### src/rtl/lbuf_fetch_ctrl_pkg.sv
// Shared state encodings and default frame geometry for the linebuffer fill path.
// Also used by the output controller.
package lbuf_fetch_ctrl_pkg;

   typedef enum logic [1:0] {
      ST_WAIT_FRAME = 2'd0,
      ST_REQ        = 2'd1,
      ST_BURST      = 2'd2,
      ST_FULL       = 2'd3
   } fetch_state_e;

   localparam int unsigned DEF_FB_ADDR_WIDTH   = 32;
   localparam int unsigned DEF_FB_BASE         = 0;
   localparam int unsigned DEF_LINE_STRIDE     = 640;
   localparam int unsigned DEF_WORDS_PER_LINE  = 160;
   localparam int unsigned DEF_LINES_PER_FRAME = 480;
   localparam int unsigned DEF_LB_ADDR_WIDTH   = 9;

endpackage

### src/rtl/lbuf_fetch_ctrl_if.sv
// Framebuffer read port plus linebuffer write port of the fill controller.
// The master side is the fill controller; the slave side is memory/linebuffer.
interface lbuf_fetch_ctrl_if
   import lbuf_fetch_ctrl_pkg::*;
#(
   parameter int unsigned FB_ADDR_WIDTH = DEF_FB_ADDR_WIDTH,
   parameter int unsigned LB_ADDR_WIDTH = DEF_LB_ADDR_WIDTH
) ();

   // Handshake: mem_rd_req/mem_rd_addr stay stable until mem_rd_ack is sampled
   // high; mem_rd_valid qualifies each beat with no back-pressure; lb_we
   // qualifies lb_waddr/lb_wdata for exactly one cycle per written word.
   logic                     mem_rd_req;
   logic [FB_ADDR_WIDTH-1:0] mem_rd_addr;
   logic                     mem_rd_ack;
   logic                     mem_rd_valid;
   logic [31:0]              mem_rd_data;
   logic                     lb_we;
   logic [LB_ADDR_WIDTH-1:0] lb_waddr;
   logic [31:0]              lb_wdata;

   modport master (
      output mem_rd_req, mem_rd_addr,
      input  mem_rd_ack, mem_rd_valid, mem_rd_data,
      output lb_we, lb_waddr, lb_wdata
   );

   modport slave (
      input  mem_rd_req, mem_rd_addr,
      output mem_rd_ack, mem_rd_valid, mem_rd_data,
      input  lb_we, lb_waddr, lb_wdata
   );

endinterface

### src/rtl/lbuf_fetch_ctrl_rise_detect.sv
// Registered previous value of a level input plus a same-cycle rising-edge flag.
module lbuf_fetch_ctrl_rise_detect (
   input  logic pclk,
   input  logic reset_n,
   input  logic level,
   output logic rise
);

   logic prev;

   always_ff @(posedge pclk) begin
      if (!reset_n) prev <= 1'b0;
      else          prev <= level;
   end

   assign rise = level & ~prev;

endmodule

### src/rtl/lbuf_fetch_ctrl.sv
// Double-buffered linebuffer fill controller: one framebuffer burst per line into
// the back bank, bank swap on req_line, restart at frame base on req_frame.
module lbuf_fetch_ctrl
   import lbuf_fetch_ctrl_pkg::*;
#(
   parameter int unsigned FB_ADDR_WIDTH   = DEF_FB_ADDR_WIDTH,
   parameter int unsigned FB_BASE         = DEF_FB_BASE,
   parameter int unsigned LINE_STRIDE     = DEF_LINE_STRIDE,
   parameter int unsigned WORDS_PER_LINE  = DEF_WORDS_PER_LINE,
   parameter int unsigned LINES_PER_FRAME = DEF_LINES_PER_FRAME,
   parameter int unsigned LB_ADDR_WIDTH   = DEF_LB_ADDR_WIDTH
) (
   input  logic                 pclk,
   input  logic                 reset_n,
   input  logic                 enable,
   input  logic                 req_line,
   input  logic                 req_frame,
   lbuf_fetch_ctrl_if.master    bus,
   output logic                 lb_rd_bank,
   output logic                 underrun,
   output logic [9:0]           fetch_idx,
   output fetch_state_e         dbg_state
);

   localparam int unsigned WW = LB_ADDR_WIDTH - 1;
   localparam logic [FB_ADDR_WIDTH-1:0] BASE_A    = FB_ADDR_WIDTH'(FB_BASE);
   localparam logic [FB_ADDR_WIDTH-1:0] STRIDE_A  = FB_ADDR_WIDTH'(LINE_STRIDE);
   localparam logic [WW-1:0]            LAST_WORD = WW'(WORDS_PER_LINE - 1);
   localparam logic [9:0]               LAST_LINE = 10'(LINES_PER_FRAME - 1);

   fetch_state_e             state, state_n;
   logic                     line_rise, frame_rise;
   logic [FB_ADDR_WIDTH-1:0] line_addr, addr_n;
   logic [WW-1:0]            wcount;
   logic                     restart_pend;
   logic                     load_base, step_line, swap, start_burst, beat;
   logic                     set_pend, clr_pend, underrun_n;

   lbuf_fetch_ctrl_rise_detect u_line_rise (
      .pclk(pclk), .reset_n(reset_n), .level(req_line), .rise(line_rise)
   );

   lbuf_fetch_ctrl_rise_detect u_frame_rise (
      .pclk(pclk), .reset_n(reset_n), .level(req_frame), .rise(frame_rise)
   );

   assign dbg_state = state;

   always_ff @(posedge pclk) begin
      if (!reset_n) state <= ST_WAIT_FRAME;
      else          state <= state_n;
   end

   always_comb begin
      state_n     = state;
      load_base   = 1'b0;
      step_line   = 1'b0;
      swap        = 1'b0;
      start_burst = 1'b0;
      beat        = 1'b0;
      set_pend    = 1'b0;
      clr_pend    = 1'b0;
      underrun_n  = 1'b0;
      unique case (state)
         ST_WAIT_FRAME: begin
            if (frame_rise && enable) begin
               load_base = 1'b1;
               clr_pend  = 1'b1;
               state_n   = ST_REQ;
            end
         end
         ST_REQ: begin
            set_pend   = frame_rise;
            underrun_n = line_rise;
            if (bus.mem_rd_ack) begin
               start_burst = 1'b1;
               state_n     = ST_BURST;
            end
         end
         ST_BURST: begin
            set_pend   = frame_rise;
            underrun_n = line_rise;
            beat       = bus.mem_rd_valid;
            // A restart seen on the final beat itself is honoured immediately.
            if (bus.mem_rd_valid && wcount == LAST_WORD) begin
               if (restart_pend || frame_rise) begin
                  load_base = 1'b1;
                  clr_pend  = 1'b1;
                  state_n   = ST_REQ;
               end else begin
                  state_n = ST_FULL;
               end
            end
         end
         ST_FULL: begin
            swap = line_rise;
            if (frame_rise) begin
               load_base = 1'b1;
               state_n   = ST_REQ;
            end else if (line_rise) begin
               if (fetch_idx == LAST_LINE) begin
                  state_n = ST_WAIT_FRAME;
               end else begin
                  step_line = 1'b1;
                  state_n   = ST_REQ;
               end
            end
         end
      endcase
      addr_n = line_addr;
      if (load_base)      addr_n = BASE_A;
      else if (step_line) addr_n = line_addr + STRIDE_A;
   end

   always_ff @(posedge pclk) begin
      if (!reset_n) begin
         line_addr       <= BASE_A;
         fetch_idx       <= 10'd0;
         lb_rd_bank      <= 1'b0;
         wcount          <= '0;
         restart_pend    <= 1'b0;
         underrun        <= 1'b0;
         bus.mem_rd_req  <= 1'b0;
         bus.mem_rd_addr <= '0;
         bus.lb_we       <= 1'b0;
         bus.lb_waddr    <= '0;
         bus.lb_wdata    <= '0;
      end else begin
         line_addr <= addr_n;
         if (load_base)      fetch_idx <= 10'd0;
         else if (step_line) fetch_idx <= fetch_idx + 10'd1;
         if (swap) lb_rd_bank <= ~lb_rd_bank;
         if (start_burst) wcount <= '0;
         else if (beat)   wcount <= wcount + 1'b1;
         if (clr_pend)      restart_pend <= 1'b0;
         else if (set_pend) restart_pend <= 1'b1;
         underrun        <= underrun_n;
         bus.mem_rd_req  <= (state_n == ST_REQ);
         bus.mem_rd_addr <= (state_n == ST_REQ) ? addr_n : '0;
         // Beats always land in the bank the output side is not reading.
         bus.lb_we <= beat;
         if (beat) begin
            bus.lb_waddr <= {~lb_rd_bank, wcount};
            bus.lb_wdata <= bus.mem_rd_data;
         end
      end
   end

endmodule

### src/flat_wrapper.sv
// flat-port wrapper written by rule: the top's interface ports become plain ports
module lbuf_fetch_ctrl_flat import lbuf_fetch_ctrl_pkg::*;
#(
   parameter int unsigned FB_ADDR_WIDTH   = DEF_FB_ADDR_WIDTH,
   parameter int unsigned FB_BASE         = DEF_FB_BASE,
   parameter int unsigned LINE_STRIDE     = DEF_LINE_STRIDE,
   parameter int unsigned WORDS_PER_LINE  = DEF_WORDS_PER_LINE,
   parameter int unsigned LINES_PER_FRAME = DEF_LINES_PER_FRAME,
   parameter int unsigned LB_ADDR_WIDTH   = DEF_LB_ADDR_WIDTH
)
  (pclk, reset_n, enable, req_line, req_frame, lb_rd_bank, underrun, fetch_idx, dbg_state, bus_mem_rd_req, bus_mem_rd_addr, bus_mem_rd_ack, bus_mem_rd_valid, bus_mem_rd_data, bus_lb_we, bus_lb_waddr, bus_lb_wdata);
  lbuf_fetch_ctrl_if #(.FB_ADDR_WIDTH(FB_ADDR_WIDTH), .LB_ADDR_WIDTH(LB_ADDR_WIDTH)) bus_i ();
  input  logic pclk;
  input  logic reset_n;
  input  logic enable;
  input  logic req_line;
  input  logic req_frame;
  output logic lb_rd_bank;
  output logic underrun;
  output logic [9:0] fetch_idx;
  output fetch_state_e dbg_state;
  output wire logic [$bits(bus_i.mem_rd_req)-1:0] bus_mem_rd_req;
  output wire logic [$bits(bus_i.mem_rd_addr)-1:0] bus_mem_rd_addr;
  input wire logic [$bits(bus_i.mem_rd_ack)-1:0] bus_mem_rd_ack;
  input wire logic [$bits(bus_i.mem_rd_valid)-1:0] bus_mem_rd_valid;
  input wire logic [$bits(bus_i.mem_rd_data)-1:0] bus_mem_rd_data;
  output wire logic [$bits(bus_i.lb_we)-1:0] bus_lb_we;
  output wire logic [$bits(bus_i.lb_waddr)-1:0] bus_lb_waddr;
  output wire logic [$bits(bus_i.lb_wdata)-1:0] bus_lb_wdata;
  assign bus_mem_rd_req = bus_i.mem_rd_req;
  assign bus_mem_rd_addr = bus_i.mem_rd_addr;
  assign bus_i.mem_rd_ack = bus_mem_rd_ack;
  assign bus_i.mem_rd_valid = bus_mem_rd_valid;
  assign bus_i.mem_rd_data = bus_mem_rd_data;
  assign bus_lb_we = bus_i.lb_we;
  assign bus_lb_waddr = bus_i.lb_waddr;
  assign bus_lb_wdata = bus_i.lb_wdata;
  lbuf_fetch_ctrl #(.FB_ADDR_WIDTH(FB_ADDR_WIDTH), .FB_BASE(FB_BASE), .LINE_STRIDE(LINE_STRIDE), .WORDS_PER_LINE(WORDS_PER_LINE), .LINES_PER_FRAME(LINES_PER_FRAME), .LB_ADDR_WIDTH(LB_ADDR_WIDTH)) u_core (.pclk(pclk), .reset_n(reset_n), .enable(enable), .req_line(req_line), .req_frame(req_frame), .bus(bus_i), .lb_rd_bank(lb_rd_bank), .underrun(underrun), .fetch_idx(fetch_idx), .dbg_state(dbg_state));
endmodule
### config.mk
export PLATFORM = sky130hd
export DESIGN_NAME = lbuf_fetch_ctrl_flat
export DESIGN_NICKNAME = d
export VERILOG_FILES = /design/src/rtl/lbuf_fetch_ctrl_pkg.sv /design/src/rtl/lbuf_fetch_ctrl_if.sv /design/src/rtl/lbuf_fetch_ctrl_rise_detect.sv /design/src/rtl/lbuf_fetch_ctrl.sv /design/src/flat_wrapper.sv
export SDC_FILE = /design/constraint.sdc
export NUM_CORES = 1
export LEC_CHECK = 0
export ABC_CLOCK_PERIOD_IN_PS = 2600
export CORE_MARGIN = 1
export CORE_UTILIZATION = 48
export CTS_BUF_LIST = sky130_fd_sc_hd__clkbuf_16
export DETAILED_ROUTE_END_ITERATION = 7
export PLACE_DENSITY = 0.79
export SYNTH_ARGS = -nofsm -noshare
export SYNTH_HDL_FRONTEND = slang
export SYNTH_HIERARCHICAL = 1
export SYNTH_SLANG_ARGS = --single-unit
### constraint.sdc
create_clock -name pclk -period 2.6 [get_ports pclk]
set_clock_uncertainty 0.2 [all_clocks]
set_input_delay 0.39 -clock pclk [delete_from_list [all_inputs] [get_ports pclk]]
set_output_delay 0.39 -clock pclk [all_outputs]
set_load 0.05 [all_outputs]
Yosys cells after proc, flatten, opt, wreduce, memory -nomap -nowiden

Cells that the tools add are included.

Shift-type cells: 0
Bitwise gates (word level): 6
Muxes and demuxes: 25
Reductions and logical operators: 10
$lt $le $gt $ge: 0
Multipliers: 0
Divide/modulo/power cells: 0
Equal/unequal tests: 6
Add/sub/neg operators: 3

Operators by type and width:

| cell                   | number |
|---|---|
| $mux 32                | 2 |
| $add 32x10->32 const B | 1 |
| $mux 1                 | 14 |
| $mux 2                 | 6 |
| $add 10x1->10 const B  | 1 |
| $eq 10x9->1 const B    | 1 |
| $add 8x1->8 const B    | 1 |
| $eq 8x8->1 const B     | 1 |
| $pmux 2 s4             | 1 |
| $reduce_or 2->1        | 4 |
| $eq 2x1->1 const B     | 2 |
| $eq 2x2->1 const B     | 2 |
| $not 1->1              | 4 |
| $reduce_and 2->1       | 2 |
| $pmux 1 s3             | 1 |
| $and 1x1->1            | 2 |
| $logic_and 1x1->1      | 2 |
| $logic_not 2->1        | 1 |
| $pmux 1 s2             | 1 |
| $logic_or 1x1->1       | 1 |

ROM bits: 0
Logic and storage cells: 64
RAM bits: 0
Bits in latches: 0
Memories kept: 0
Bits in registers: 132
Output and inout port bits: 89
Input bits: 39

Longest topological paths before layout

Gate-level depths: netlist (run 1).

Depth in word-level cells: 8
Depth in mapped cells: 8
Mapped depth without buffers: 7

Hierarchy

Netlist (run 1), hierarchy kept.

Modules (own cells, without submodules):

| module                      | cells each | instances | seq. area each (um2) | area an instance (um2) |
|---|---|---|---|---|
| lbuf_fetch_ctrl             | 538        | 1         | 2602.5               | 4848.4 |
| lbuf_fetch_ctrl_rise_detect | 3          | 2         | 20.0                 | 40.0 |

Least setup slack after synthesis (run 1)

Ideal clock, no wire load.

Path kind: register to register
From: register u_core.state[1], in the netlist u_core/dbg_state[1]
To: register u_core.bus.mem_rd_addr[28]
Period minus slack after synthesis: 2.753 ns
Arrival: 2.434 ns
Path buffers: 0
Setup time: 0.119 ns
Data required time: 2.281 ns
Cell stages (with the launch flop): 7
Path slack: -0.153 ns
Path through: dfxtp_1 > ha_1 > nand3b_1 > or4_4 > or4_4 > xor2_1 > nor2_1

Cells in the longest elaborated chain, start to end: 5
Elaborated cells on any way between the ends: 16
Classes of those cells: eq/ne: 4; mux: 10; reduce/logical: 2

Ends and longest elaborated chain:

| element                           | RTL line                 | source |
|---|---|---|
| start: declaration                | lbuf_fetch_ctrl.sv:31    | `fetch_state_e state, state_n;` |
| start signal: assignment          | lbuf_fetch_ctrl.sv:51    | `else state <= state_n;` |
| $mux 2                            | lbuf_fetch_ctrl.sv:100   | `end else if (line_rise) begin` |
| $mux 2                            | lbuf_fetch_ctrl.sv:97    | `if (frame_rise) begin` |
| $pmux 2 s4                        | lbuf_fetch_ctrl.sv:64    | `unique case (state)` |
| $eq 2x1->1                        | lbuf_fetch_ctrl.sv:139   | `bus.mem_rd_addr <= (state_n == ST_REQ) ? addr_n : '0;` |
| $reduce_and 2->1 (no source line) | --                       |  |
| end signal: assignment            | lbuf_fetch_ctrl.sv:139   |  |
| end: declaration                  | lbuf_fetch_ctrl_if.sv:23 | `output mem_rd_req, mem_rd_addr,` |

Several ways; a longest one is shown, not always the timed one.
A chain may end at the register's enable or synchronous reset.

Final worst setup path (run 1)

From: input port req_frame
To: register u_core.line_addr[22]

Cells in the longest elaborated chain, start to end: 6
Elaborated cells on any way between the ends: 12
Classes of those cells: mux: 9; bitwise: 1; reduce/logical: 2

Ends and longest elaborated chain:

| element                     | RTL line                          | source |
|---|---|---|
| start: declaration          | flat_wrapper.sv:17                | `input logic req_frame;` |
| $and 1x1->1 (*)             | lbuf_fetch_ctrl_rise_detect.sv:16 | `assign rise = level & ~prev;` |
| named net u_core.frame_rise | lbuf_fetch_ctrl.sv:32             | `logic line_rise, frame_rise;` |
| $logic_or 1x1->1            | lbuf_fetch_ctrl.sv:86             | `if (restart_pend \|\| frame_rise) begin` |
| $mux 1                      | lbuf_fetch_ctrl.sv:86             |  |
| $mux 1                      | lbuf_fetch_ctrl.sv:85             | `if (bus.mem_rd_valid && wcount == LAST_WORD) begin` |
| $pmux 1 s3                  | lbuf_fetch_ctrl.sv:64             |  |
| $mux 32 (*)                 | lbuf_fetch_ctrl.sv:111            | `if (load_base) addr_n = BASE_A;` |
| end signal: assignment      | lbuf_fetch_ctrl.sv:129            | `line_addr <= addr_n;` |
| end: declaration            | lbuf_fetch_ctrl.sv:33             | `logic [FB_ADDR_WIDTH-1:0] line_addr, addr_n;` |

The timed path passes the listed nets; every way through them passes the cells marked *.

==> flow_summary.json, run 1 <==
{
  "criticalPathCategory": "in -> reg",
  "grt_max_degree": 51,
  "dp_hpwl_mm": 7.79,
  "grt_pass1_wl_mm": 18.9,
  "diodes": 0,
  "dr_total_vias": 4180,
  "layout-drive-gt1-share_pct": 9.16,
  "area_growth_pct": 42.9,
  "root_buffer": "clkbuf_16",
  "dp.cells": 800,
  "path_cells": "clkdlybuf4s50_1, nor2b_4, nand3b_1, or4_4, buf_4, nor4b_1, xnor2_1, nor2_1",
  "p_leak_nw": 2.47,
  "p_per_area_nw_per_um2": 671,
  "clockBufferDepth": 2,
  "r2r-end": "u_core/line_addr[22]",
  "io_buffers": 127,
  "regArea_um2": 2650,
  "whs_ps": 235,
  "grt_pass1_vias": 4118,
  "htreeDepth": 4,
  "syn_area_per_cell_um2": 9.06,
  "post-route-period-util_pct": 95.3,
  "endpoint_kind": "register",
  "via_per_inst": 5.02,
  "cts_tree": "built",
  "drt_iter0_markers": 145,
  "numCtsBuffers": 17,
  "final_cells": 832,
  "routed_wl_mm": 11.3,
  "tightest_slew_ps": 648,
  "first_pass_iters": 5,
  "outcome": "finished, final reports clean",
  "ys_ff_latch": 132,
  "start_kind": "input pin",
  "crit_path_top_delay_cell": "or4_4",
  "cts.hold.buffers_added": 0,
  "synth_top_area_share_pct": 53.6,
  "cpPeakStageDelay_ps": 560,
  "wl_per_cell_um": 13.6,
  "r2r-start": "u_core/dbg_state[1]",
  "ys_seq_area_share_pct": 53.6,
  "drv_slew": 0,
  "required_ps": 2690,
  "grt_setup_unrepaired": "no",
  "cp_top_family": "simple AND/OR/NAND/NOR gates",
  "hold_depth": 2,
  "final_util_pct": 71.4,
  "drc": 0,
  "clock-sinks": 132,
  "yosys_warnings": 6,
  "r2r_slack_ps": 150,
  "hp-start": "u_core/line_addr[6]",
  "post_cts_buffers": 0,
  "nFillCells": 695,
  "antenna_found_initial": 0,
  "clk_latency_ps": 400,
  "multi_input_area_um2": 2130,
  "rows": 36,
  "yosysTopAreaCell": "dfxtp_1",
  "drv_cap": 0,
  "max_slew_margin_pct": 56.5,
  "synth.cell_area_um2": 4930,
  "ir_drop_mv": 0.411,
  "max_freq_mhz": 404,
  "antenna_left": 0,
  "io_pins": 128,
  "arrival_ps": 2570,
  "async_reset_ff_share_pct": 0,
  "synth_nets": 590,
  "synth-edff-count": 0,
  "rr_worst_depth": 7,
  "gp_congestion": 0.856,
  "ys_top_cells_by_area": "dfxtp_1, nand2_1, nor2_1",
  "synth_cell_types": 45,
  "hold_path.class": "reg -> reg",
  "grt_overflow": 0,
  "crit_cells": 8,
  "setup_viol": 0,
  "design.core.area_um2": 9860,
  "crit_buf_inv": 2,
  "initial_core_util_pct": 50.0,
  "finalCriticalPeriod_ps": 2480,
  "min_to": "u_core/line_addr[6]",
  "final_nets": 732,
  "track_usage_pct": 22.8,
  "final_hold_viol_count": 0,
  "clk_pin_slew_worst_paths_ps": 60,
  "dieHeight_um": 103,
  "cp_max_fo": 4,
  "synth_ff_type": "dfxtp_1",
  "die-area_um2": 10700,
  "die_w_um": 103,
  "cts-resized-gates": 0,
  "syn_inst": 544
}
## synthesized netlist by cell type (2+ instances only)
cell and number:
nand3_1 12, dfxtp_1 132, clkbuf_1 16, nor4_1 5, nor2b_1 2, buf_2 8, and3_1 7, a21boi_0 42
ha_1 7, and2_1 7, nor2_1 86, a21oi_1 5, nor2b_4 2, o2111ai_1 2, nand2_1 101, o21ai_0 2
nor3_1 11, or4_4 2, xor2_1 17, inv_1 13, xnor2_1 24, nor4b_1 4, and4_1 3, nand4_1 13
## final cells by class
type	instances	area share, %
clock buffers	17	6.04
clock inverters	15	2.40
inverters	13	0.693
multi-input cells	374	30.3
flip-flops and latches	132	37.6
well taps	133	2.36
repair buffers	148	20.6
## registers in the layout (all words and copies together) (netlist names)
name and count:
u_core/bus.lb_we 1, u_core/bus.lb_waddr 9, u_core/line_addr 32, u_core/restart_pend 1
u_core/dbg_state 2, u_core/lb_rd_bank 1, u_core/bus.lb_wdata 32, u_core/u_line_rise/prev 1
u_core/fetch_idx 10, u_core/bus.mem_rd_req 1, u_core/wcount 8, u_core/u_frame_rise/prev 1
u_core/bus.mem_rd_addr 32, u_core/underrun 1
## cell families after synthesis
kind of cell	Yosys count	share of synthesized area [%]
mux	1	0.203
simple gates	265	24.9
fa+ha+maj	7	1.78
xor+xnor	41	7.29
compound gates	60	9.11
buf+inv	38	3.10
flops	132	53.6
## metal layers
metal / vias up / routed length [um] / track usage (%)
met5: - / 0 / 0
met4: 0 / 108 / 7.37
met3: 10 / 656 / 7.12
met2: 120 / 5850 / 39.6
met1: 1964 / 4710 / 27.0
li1: 2086 / - / -
## power breakdown
part           total (mW)  internal, mW  leakage, nW  switching (mW)
combinational       0.303         0.133         1.13           0.170
clock                2.37          1.44        0.284           0.931
sequential           2.05          2.04         1.06          0.0130
## layout by cell type (no fill, tap or decap), types with 3 or more instances in the layout
cell type          n
nor4b_1            4
nand2_1          101
and3_1             7
dfxtp_1          130
nor4_1             5
and2_1             7
nor2_1            86
xor2_1            17
a21oi_1            5
clkdlybuf4s50_1  127
nand4_1           13
nand3_1           12
buf_4             19
inv_1             13
clkinvlp_4         3
a21boi_0          42
inv_6              6
and4_1             3
ha_1               7
clkbuf_16         17
xnor2_1           24
nor3_1            11
## worst min-delay path, stage by stage, from the launching register on
cell and delay, ps:
dfxtp_1 300, inv_1 60, nor2_1 40
## worst max path at each step
| stage | startpoint | endpoint | slack (ps) |
|---|---|---|---|
| 3_3_place_gp | req_frame | u_core/bus.mem_rd_addr[28] | -170 |
| 4_1_cts | req_frame | u_core/line_addr[22] | 80 |
| 2_1_floorplan | u_core/dbg_state[1] | u_core/bus.mem_rd_addr[28] | 80 |
| 5_1_grt | u_core/dbg_state[1] | u_core/line_addr[22] | 50 |
| 3_5_place_dp | req_frame | u_core/bus.mem_rd_addr[26] | -260 |
| 6_report | req_frame | u_core/line_addr[22] | 120 |
## metrics by stage
stage	worst slack, ps	TNS (ps)	instance area (um2)	power, mW
2_1_floorplan	79.2	0	4930	2.26
6_report	123	0	7040	4.72
3_5_place_dp	-261	-2240	6450	2.40
5_1_grt	54.7	0	7040	4.89
3_3_place_gp	-167	-902	6450	2.39
4_1_cts	83.6	0	7040	4.76
Power figures use the tool's default switching activity.
==> inputs of run 2 (changes only) <==
--- a/config.mk
+++ b/config.mk
@@ -6,10 +6,12 @@
 export NUM_CORES = 1
 export LEC_CHECK = 0
 export ABC_CLOCK_PERIOD_IN_PS = 2600
+export CAP_MARGIN = 40
 export CORE_MARGIN = 1
 export CORE_UTILIZATION = 48
 export CTS_BUF_LIST = sky130_fd_sc_hd__clkbuf_16
 export DETAILED_ROUTE_END_ITERATION = 7
+export GPL_ROUTABILITY_DRIVEN = 0
 export PLACE_DENSITY = 0.79
 export SYNTH_ARGS = -nofsm -noshare
 export SYNTH_HDL_FRONTEND = slang
==> results of run 2 <==
The final DEF is identical to that of run 1; final timing and power are the same.
